<file path="src/rtl/conv_sequencer.sv">
// conv_sequencer: control FSM for the convolution datapath.
// For every output position and kernel it issues K*K tap reads, steers the MAC and writes the result.
module conv_sequencer #(
  parameter int FA_W    = 16,
  parameter int KA_W    = 10,
  parameter int RA_W    = 12,
  parameter int RD_LAT  = 1,
  parameter int MAC_LAT = 2
) (
  input  logic            wb_clk_i,
  input  logic            wb_rst_i,
  input  logic            start,
  output logic            done,
  input  logic [2:0]      kern_cols,
  input  logic [7:0]      cols,
  input  logic [2:0]      kerns,
  input  logic [7:0]      stride,
  input  logic            kern_addr_mode,
  input  logic [7:0]      result_cols,
  output logic            busy,
  output logic [FA_W-1:0] fm_addr,
  output logic [KA_W-1:0] kern_addr,
  output logic            rd_en,
  output logic            mac_en,
  output logic            mac_clr,
  output logic            res_valid,
  input  logic            res_ready,
  output logic [RA_W-1:0] res_addr
);

  localparam logic [3:0] DRAIN_LAST = 4'(RD_LAT + MAC_LAT - 1);

  typedef enum logic [2:0] {IDLE, TAP, DRAIN, WRITE, DONE} state_t;

  state_t state_q, state_d;
  logic start_q;

  logic [7:0] cols_q, cols_d, stride_q, stride_d, resCols_q, resCols_d;
  logic [2:0] kk_q, kk_d, kerns_q, kerns_d;
  logic       mode_q, mode_d;

  logic [2:0]      r_q, r_d, c_q, c_d, k_q, k_d;
  logic [5:0]      rowK_q, rowK_d, colK_q, colK_d;
  logic [7:0]      j_q, j_d;
  logic [3:0]      drain_q, drain_d;
  logic [FA_W-1:0] rowCols_q, rowCols_d, jBase_q, jBase_d;
  logic [KA_W-1:0] kernBase_q, kernBase_d;
  logic [RA_W-1:0] resAddr_q, resAddr_d;

  logic [FA_W-1:0] fmAddr_q, fmAddr_d;
  logic [KA_W-1:0] kernAddr_q, kernAddr_d;
  logic [RA_W-1:0] resOut_q, resOut_d;
  logic            rdEn_q, rdEn_d, first_q, first_d;
  logic            resValid_q, resValid_d, busy_q, busy_d, done_q, done_d;
  logic [RD_LAT-1:0] enPipe_q, clrPipe_q;

  logic       accept;
  logic [5:0] tapOff;

  // Next-state and running-adder address generation; addresses are derived from the _d counters
  // so that the registered outputs line up with the state they belong to.
  always_comb begin
    state_d    = state_q;
    cols_d     = cols_q;
    stride_d   = stride_q;
    resCols_d  = resCols_q;
    kk_d       = kk_q;
    kerns_d    = kerns_q;
    mode_d     = mode_q;
    r_d        = r_q;
    c_d        = c_q;
    k_d        = k_q;
    j_d        = j_q;
    rowK_d     = rowK_q;
    colK_d     = colK_q;
    drain_d    = drain_q;
    rowCols_d  = rowCols_q;
    jBase_d    = jBase_q;
    kernBase_d = kernBase_q;
    resAddr_d  = resAddr_q;
    done_d     = done_q;

    accept = start && !start_q && (state_q == IDLE);

    case (state_q)
      IDLE: begin
        if (accept) begin
          cols_d     = cols;
          stride_d   = stride;
          resCols_d  = result_cols;
          kk_d       = kern_cols;
          kerns_d    = kerns;
          mode_d     = kern_addr_mode;
          r_d        = '0;
          c_d        = '0;
          k_d        = '0;
          j_d        = '0;
          rowK_d     = '0;
          colK_d     = '0;
          rowCols_d  = '0;
          jBase_d    = '0;
          kernBase_d = '0;
          resAddr_d  = '0;
          done_d     = 1'b0;
          if (kern_cols != 3'd0 && kerns != 3'd0 && result_cols != 8'd0) state_d = TAP;
          else state_d = DONE;
        end
      end
      TAP: begin
        if (c_q == kk_q - 3'd1) begin
          c_d    = '0;
          colK_d = '0;
          if (r_q == kk_q - 3'd1) begin
            // rowK+c+1 at the last tap equals K*K, the stride between kernel bases
            kernBase_d = kernBase_q + KA_W'(rowK_q) + KA_W'(c_q) + KA_W'(1);
            r_d        = '0;
            rowK_d     = '0;
            rowCols_d  = '0;
            drain_d    = '0;
            state_d    = DRAIN;
          end else begin
            r_d       = r_q + 3'd1;
            rowK_d    = rowK_q + 6'(kk_q);
            rowCols_d = rowCols_q + FA_W'(cols_q);
          end
        end else begin
          c_d    = c_q + 3'd1;
          colK_d = colK_q + 6'(kk_q);
        end
      end
      DRAIN: begin
        if (drain_q == DRAIN_LAST) state_d = WRITE;
        else drain_d = drain_q + 4'd1;
      end
      WRITE: begin
        if (res_ready) begin
          if (k_q == kerns_q - 3'd1) begin
            k_d        = '0;
            kernBase_d = '0;
            j_d        = j_q + 8'd1;
            jBase_d    = jBase_q + FA_W'(stride_q);
            resAddr_d  = RA_W'(j_q) + RA_W'(1);
            if (j_q == resCols_q - 8'd1) state_d = DONE;
            else state_d = TAP;
          end else begin
            k_d       = k_q + 3'd1;
            resAddr_d = resAddr_q + RA_W'(resCols_q);
            state_d   = TAP;
          end
        end
      end
      DONE: begin
        done_d  = 1'b1;
        state_d = IDLE;
      end
      default: state_d = IDLE;
    endcase

    tapOff     = mode_d ? (colK_d + 6'(r_d)) : (rowK_d + 6'(c_d));
    rdEn_d     = (state_d == TAP);
    first_d    = (state_d == TAP) && (r_d == 3'd0) && (c_d == 3'd0);
    fmAddr_d   = (state_d == TAP) ? (jBase_d + rowCols_d + FA_W'(c_d)) : '0;
    kernAddr_d = (state_d == TAP) ? (kernBase_d + KA_W'(tapOff)) : '0;
    resValid_d = (state_d == WRITE);
    resOut_d   = (state_d == WRITE) ? resAddr_d : '0;
    busy_d     = (state_d == TAP) || (state_d == DRAIN) || (state_d == WRITE);
  end

  always_ff @(posedge wb_clk_i or posedge wb_rst_i) begin
    if (wb_rst_i) begin
      state_q    <= IDLE;
      start_q    <= 1'b0;
      cols_q     <= '0;
      stride_q   <= '0;
      resCols_q  <= '0;
      kk_q       <= '0;
      kerns_q    <= '0;
      mode_q     <= 1'b0;
      r_q        <= '0;
      c_q        <= '0;
      k_q        <= '0;
      j_q        <= '0;
      rowK_q     <= '0;
      colK_q     <= '0;
      drain_q    <= '0;
      rowCols_q  <= '0;
      jBase_q    <= '0;
      kernBase_q <= '0;
      resAddr_q  <= '0;
      fmAddr_q   <= '0;
      kernAddr_q <= '0;
      resOut_q   <= '0;
      rdEn_q     <= 1'b0;
      first_q    <= 1'b0;
      resValid_q <= 1'b0;
      busy_q     <= 1'b0;
      done_q     <= 1'b0;
      enPipe_q   <= '0;
      clrPipe_q  <= '0;
    end else begin
      state_q    <= state_d;
      start_q    <= start;
      cols_q     <= cols_d;
      stride_q   <= stride_d;
      resCols_q  <= resCols_d;
      kk_q       <= kk_d;
      kerns_q    <= kerns_d;
      mode_q     <= mode_d;
      r_q        <= r_d;
      c_q        <= c_d;
      k_q        <= k_d;
      j_q        <= j_d;
      rowK_q     <= rowK_d;
      colK_q     <= colK_d;
      drain_q    <= drain_d;
      rowCols_q  <= rowCols_d;
      jBase_q    <= jBase_d;
      kernBase_q <= kernBase_d;
      resAddr_q  <= resAddr_d;
      fmAddr_q   <= fmAddr_d;
      kernAddr_q <= kernAddr_d;
      resOut_q   <= resOut_d;
      rdEn_q     <= rdEn_d;
      first_q    <= first_d;
      resValid_q <= resValid_d;
      busy_q     <= busy_d;
      done_q     <= done_d;
      enPipe_q   <= RD_LAT'({enPipe_q, rdEn_q});
      clrPipe_q  <= RD_LAT'({clrPipe_q, first_q});
    end
  end

  assign done      = done_q;
  assign busy      = busy_q;
  assign fm_addr   = fmAddr_q;
  assign kern_addr = kernAddr_q;
  assign rd_en     = rdEn_q;
  assign mac_en    = enPipe_q[RD_LAT-1];
  assign mac_clr   = clrPipe_q[RD_LAT-1];
  assign res_valid = resValid_q;
  assign res_addr  = resOut_q;

endmodule

</file>
<file path="config.mk">
export PLATFORM = sky130hd
export DESIGN_NAME = conv_sequencer
export DESIGN_NICKNAME = d
export VERILOG_FILES = /design/src/rtl/conv_sequencer.sv
export SDC_FILE = /design/constraint.sdc
export NUM_CORES = 1
export LEC_CHECK = 0
export BUFFER_PORTS_ARGS = -buffer_cell sky130_fd_sc_hd__buf_2
export CAP_MARGIN = 30
export CORE_UTILIZATION = 30
export CTS_CLUSTER_SIZE = 12
export DETAILED_ROUTE_END_ITERATION = 10
export GPL_TIMING_DRIVEN = 0
export PLACE_DENSITY = 0.5
export SLEW_MARGIN = 20
export SYNTH_ARGS = -nofsm -noshare
export SYNTH_HDL_FRONTEND = slang
export SYNTH_SLANG_ARGS = --single-unit
</file>
<file path="constraint.sdc">
create_clock -name wb_clk_i -period 5 [get_ports wb_clk_i]
set_clock_uncertainty 0.05 [all_clocks]
set_input_delay 0.25 -clock wb_clk_i [delete_from_list [all_inputs] [get_ports wb_clk_i]]
set_output_delay 0.25 -clock wb_clk_i [all_outputs]
set_load 0.02 [all_outputs]
</file>
=== Word-level counts from Yosys, hierarchy flattened ===
Index checks and enable logic that the tools add are counted.

* Add/subtract/negate cells: 22
* Multipliers: 0
* Div/mod/pow operators: 0
* Order comparisons: 0
* Equal/unequal tests: 18
* Shift-type cells: 0
* Mux-type cells: 61
* Bitwise logic cells: 0
* Reductions and logical operators: 23

{| class="wikitable"
|+ Operators by type and width
! kind !! count
|-
| $mux 16 || 7
|-
| $pmux 16 s2 || 2
|-
| $mux 10 || 6
|-
| $mux 12 || 4
|-
| $mux 3 || 16
|-
| $mux 6 || 6
|-
| $add 16x8->16 || 2
|-
| $pmux 10 s3 || 1
|-
| $add 6x3->6 || 4
|-
| $mux 8 || 3
|-
| $pmux 12 s2 || 1
|-
| $pmux 6 s2 || 2
|-
| $add 10x6->10 || 2
|-
| $pmux 3 s2 || 3
|-
| $add 16x16->16 || 1
|-
| $add 16x3->16 || 1
|-
| $pmux 8 s2 || 1
|-
| $add 12x8->12 || 1
|-
| $eq 3x2->1 const B || 4
|-
| $mux 4 || 3
|-
| $ne 2x2->1 const B || 6
|-
| $pmux 3 s4 || 1
|-
| $add 10x1->10 const B || 1
|-
| $add 10x3->10 || 1
|-
| other kinds (24) || 45
|}

* Register bits after elaboration: 167
* Bits in latches: 0
* Memory bits (writable): 0
* ROM bits: 0
* Bits of input ports: 35
* Output and inout bits: 44
* Word-level logic and storage cells: 153
* Memories kept: 0

=== Depth between registers and ports, before layout ===
* Word-level depth: 9
* Mapped depth: 23
* Mapped depth without buffers: 23

=== Least setup slack after synthesis ===
OpenSTA, ideal clock, no wires.

* Kind: register to register
* Start point: register kk_q[0]
* End point: register fmAddr_q[15] (netlist: fm_addr[15])
* Library setup time: 0.119 ns
* Data arrival time: 4.720 ns
* Required time: 4.831 ns
* Path slack: 0.111 ns
* Stages on the path, launching flop included: 20
* Path buffers: 0
* Clock period less this slack: 4.889 ns
* Path through: dfrtp_1 -> inv_1 -> ha_1 -> xor2_1 -> nand3_1 -> nor3_1 -> inv_1 -> o21ai_0 -> fa_1 -> ha_1 -> fa_1 -> a21oi_1 -> o211ai_1 -> o211a_1 -> o21a_1 -> o21a_1 -> a211oi_1 -> xor2_1 -> xnor2_1 -> nor2_2

* Word-level cells in the longest chain between the ends: 8
* Elaborated cells between the ends (all ways): 15
* Classes of those cells: 3 x add/sub; 3 x eq/ne; 9 x mux

{| class="wikitable"
|+ RTL lines
! what !! line !! text
|-
| from (decl) || 39 || <nowiki>logic [2:0] kk_q, kk_d, kerns_q, kerns_d;</nowiki>
|-
| from (signal assigned) || 206 || <nowiki>kk_q <= kk_d;</nowiki>
|-
| $sub 3x1->3 (*) || 110, 113 ||
|-
| $eq 3x3->1 || 113 || <nowiki>if (r_q == kk_q - 3'd1) begin</nowiki>
|-
| $mux 16 || 113 ||
|-
| $mux 16 (*) || 110 || <nowiki>if (c_q == kk_q - 3'd1) begin</nowiki>
|-
| $pmux 16 s2 (*) || 85 || <nowiki>case (state_q)</nowiki>
|-
| net rowCols_d[1] || 46 || <nowiki>logic [FA_W-1:0] rowCols_q, rowCols_d, jBase_q, jBase_d;</nowiki>
|-
| $add 16x16->16 (*) || 162 || <nowiki>fmAddr_d = (state_d == TAP) ? (jBase_d + rowCols_d + FA_W'(c_d)) : '0;</nowiki>
|-
| $add 16x3->16 (*) || 162 ||
|-
| $mux 16 (*) || 162 ||
|-
| net fmAddr_d[15] || 50 || <nowiki>logic [FA_W-1:0] fmAddr_q, fmAddr_d;</nowiki>
|-
| to (signal assigned) || 220 || <nowiki>fmAddr_q <= fmAddr_d;</nowiki>
|-
| to (decl) || 50 ||
|}

The timed path passes the listed nets; every way through them passes the cells marked *.
A chain may end at the register's enable or synchronous reset.

=== Final worst setup path ===
* Start point: register state_q[0]
* End point: register fmAddr_q[15] (netlist: fm_addr[15])

* Word-level cells in the longest chain between the ends: 7
* Elaborated cells between the ends (all ways): 21
* Classes of those cells: 2 x add/sub; 4 x eq/ne; 13 x mux; 2 x reduce/logical

{| class="wikitable"
|+ RTL lines
! what !! line !! text
|-
| from (decl) || 35 || <nowiki>state_t state_q, state_d;</nowiki>
|-
| from (signal assigned) || 201 || <nowiki>state_q <= state_d;</nowiki>
|-
| $logic_not 3->1 || 83, 85 ||
|-
| $logic_and 1x1->1 || 83 || <nowiki>accept = start && !start_q && (state_q == IDLE);</nowiki>
|-
| $mux 16 || 87 || <nowiki>if (accept) begin</nowiki>
|-
| $pmux 16 s2 (*) || 85 ||
|-
| net jBase_d[1] || 46 ||
|-
| $add 16x16->16 (*) || 162 ||
|-
| $add 16x3->16 (*) || 162 ||
|-
| $mux 16 (*) || 162 ||
|-
| net fmAddr_d[15] || 50 ||
|}

Marked as above.

==> results.tsv <==
stage	metric	value	unit
detailed_routing	drt_iter0_drc	388	
floorplanning	rows	67	
yosys	netlist.area_leader.share	0.4091	
yosys	synth-compound-area-share	0.1732	
layout	post-route-util	0.3685	
global_route	overflow	0	
setup_path	reg2regPathDepth	20	
setup_path	cp_data_arrival_time	5.03	ns
sta	tightest_slew	0.8835	ns
setup_path	r2r_end	fm_addr[15]	
sta	fmax	210.1	MHz
yosys	netlist_area	10220	um^2
global_route	grt_pass1_wl	43560	um
floorplanning	die_h	186.5	um
setup_path	worstPathRequired	5.27	ns
sta	setup_viol	0	
placement	place_ws	-1.047	ns
yosys	synth_adder_area_share	0.1372	
yosys	synth_fp_nets	1181	
power	p_leak	5.991	nW
setup_path	cp-startpoint	state_q[0]	
floorplanning	core_area	33530	um^2
placement	place_congestion	0.8064	
yosys	synth_top_area_cell	dfrtp_1	
min_path	min-delay-path-class	in2reg	
yosys	synthSimpleGateAreaFrac	0.1519	
layout	drive_gt1_frac	0.1804	
global_route	grt_max_degree	88	
setup_path	endpoint_kind	flip-flop	
floorplanning	die_w	186.5	um
run_status	outcome	complete, no violations	
placement	hpwl	19750	um
setup_path	crit_slowest_cell	fa_1	
flow_run	maxCapViolations	0	
sta	finalHoldViolCount	0	
clocking	root_buffer	clkbuf_16	
placement	placed_cells	1571	
setup_path	timing.rr.start	state_q[0]	
placement	dpl_cell_area	11210	um^2
sta	rsz0062_at_grt	true	
clocking	cts.path.max_buffers	2	
clocking	htreeDepth	4	
setup_path	critical_path.endpoint	fm_addr[15]	
floorplanning	io_pins	79	
global_route	grt_usage	0.1592	
layout	n_antenna_cell	0	
layout	final_cell_area	12360	um^2
detailed_routing	via_per_inst	4.893	
detailed_routing	drc	0	
setup_path	cpPeakStageDelay	0.46	ns
sta	slew_headroom	0.4110	
detailed_routing	vias	8025	
yosys	synth_top_family_by_area	compound AO/OA/AOI/OAI gates	
detailed_routing	ant_nets	0	
global_route	grt_pass1_vias	8117	
power	vdd.ir_drop.worst	0.0003205	V
setup_path	path_max_fanout	10	
layout	nNetsFinal	1317	
clocking	cts_made_buffers	17	
layout	area_delta_synth_final	20.97	%
floorplanning	start_util	0.3047	
clocking	cts_tree	built	
yosys	synth-xor-area-share	0.06540	
floorplanning	die-area	34800	um^2
yosys	ys_types	77	
detailed_routing	routed_wirelength	26570	um
yosys	ys_ff_latch	167	
setup_path	path_class	reg2reg	
layout	nFillCells	3440	
detailed_routing	drt-wirelength-per-cell	16.20	um
yosys	yosys_warnings	0	
setup_path	worst-path-buf-inv	2	
yosys	ys_seq_area_frac	0.4091	
yosys	synth_edf_count	0	
power	power_density	568.4	nW/um^2
setup_path	path_depth	20	
clocking	clock_latency	0.44	ns
layout	final_cells	1640	
setup_path	crit_family	compound AO/OA/AOI/OAI gates	
yosys	ys_top_cells_by_count	dfrtp_1 (167), nand2_1 (106), o21ai_0 (100)	
clocking	cts.clk_slew.worst_paths	0.08	ns
sta	layout_worst_path_cycle_share	0.9520	
setup_path	worstPathCellList	clkbuf_1 -> nor2_1 -> nand2_1 -> a21oi_4 -> nand2_4 -> clkbuf_8 -> nand2_1 -> o21ai_4 -> fa_1 -> ha_2 -> fa_2 -> a21oi_4 -> o211ai_1 -> o211a_1 -> o21a_1 -> o21a_1 -> a211oi_2 -> xor2_1 -> xnor2_1 -> nor2_2	
sta	fin_ws	0.2399	ns
placement	port_buffers	77	
yosys	synthTopCellsByArea	dfrtp_1 (41%), ha_1 (11%), o21ai_0 (4.9%)	
yosys	synth_mux_area_frac	0.03025	
yosys	syn_inst	1043	
yosys	synth_most_common_cell	dfrtp_1	
clocking	cts.sinks	167	
detailed_routing	drt-pass1-iter-count	4	
yosys	async_flop_share	1.000	
sta	final-max-slew-violation-count	0	
setup_path	cp-start-kind	flip-flop	
yosys	synth_ff_type	dfrtp_1	
power	design_power_total	7.024	mW
sta	fin_crit	4.760	ns
yosys	syn-mean-instance-area	9.795	um^2
global_route	antenna_found_initial	0	
setup_path	rrSetupSlack	0.24	ns
==> timing repair <==
action / CTS / global route
pin swaps: 6 / 10
setup buffers: 7 / 6
hold endpoints to repair: 104 / 0
gates resized for setup: 39 / 25
endpoints found under the setup margin: 13 / 9
hold buffers: 25 / 0
==> per-layer routing <==
metal | up-vias | global-route usage | wire, um
li1 | 3993 | - | -
met1 | 3898 | 0.2211 | 13030
met2 | 111 | 0.2537 | 12360
met3 | 23 | 0.02464 | 810
met4 | 0 | 0.05013 | 375
met5 | - | 0 | 0
==> final cells by class <==
type / instances / area (um^2) / share of cell area
clock buffers: 20 / 446.7 / 0.03614
well taps: 448 / 560.5 / 0.04536
multi-input cells: 798 / 5893 / 0.4769
flip-flops and latches: 167 / 4182 / 0.3384
clock inverters: 12 / 137.6 / 0.01114
plain buffers: 21 / 145.1 / 0.01174
repair buffers: 119 / 775.7 / 0.06277
inverters: 55 / 217.7 / 0.01762
==> sequential cells by signal, summed over array words and instances (netlist names), 4 cells and up <==
| signal | flops |
|---|---|
| resAddr_q | 12 |
| j_q | 8 |
| res_addr | 12 |
| jBase_q | 16 |
| cols_q | 8 |
| drain_q | 4 |
| rowK_q | 6 |
| kern_addr | 10 |
| fm_addr | 16 |
| stride_q | 8 |
| kernBase_q | 10 |
| colK_q | 6 |
| resCols_q | 8 |
| rowCols_q | 16 |
==> placed cells by master, fill, tap and decap left out, types with 9 or more instances in the layout <==
cell type      netlist  routed
dlygate4sd3_1        0      25
nor2_1              76      74
and3_1              19      19
xnor2_1             42      40
buf_2                2      81
fa_1                15      14
nand3_1             31      30
nand2_1            106     101
a21o_1              27      27
nor2b_1             13      13
a21oi_1             50      46
ha_1                88      85
o31ai_1              9       9
o21a_1              11      11
clkbuf_16            0      17
xor2_1              27      26
nor3_1              21      20
buf_4                1      15
a31oi_1             10      10
clkbuf_1            16      12
o21ai_0            100      92
inv_1               55      52
dfrtp_1            167     165
mux2_2              23      23
a22o_1              17      17
==> power by group <==
| group | internal (mW) | switching (mW) |
|---|---|---|
| logic | 1.48 | 2.21 |
| clock network | 0.757 | 0.589 |
| registers | 1.69 | 0.298 |
| total | 3.93 | 3.09 |
==> tightest hold or removal path, stage by stage <==
cell and delay (ns):
buf_2 0.11, nand2_1 0.05, o21ai_0 0.07
==> worst min path at each step <==
stage          startpoint    endpoint  slack, ns  cells after the start
6_report         kerns[1]  kerns_q[1]       0.02                      3
5_1_grt          kerns[1]  kerns_q[1]       0.01                      3
4_1_cts          kerns[1]  kerns_q[1]      0.002                      3
3_5_place_dp      first_q     mac_clr       0.29                      0
3_3_place_gp      first_q     mac_clr       0.29                      0
2_1_floorplan       start     start_q       0.23                      0
==> cell families (layout without fill, tap and decap cells) <==
family | after synthesis | in the layout
buffers and inverters | 78 | 227
AND/OR/NAND/NOR | 320 | 320
multiplexers | 28 | 28
flip-flops | 167 | 167
adder cells (fa/ha/maj) | 103 | 103
XOR/XNOR | 72 | 72
AO/OA/AOI/OAI | 275 | 275
==> metrics by stage <==
stage	setup TNS, ns	hold WS (ns)
after floorplan	0	0.2314
after global placement	-387.55	0.2861
after detailed placement	-4.655	0.2926
after CTS	-0.02285	0.001955
after global routing	-0.06645	0.01455
final	0	0.02319
(Power assumes the default switching activity.)
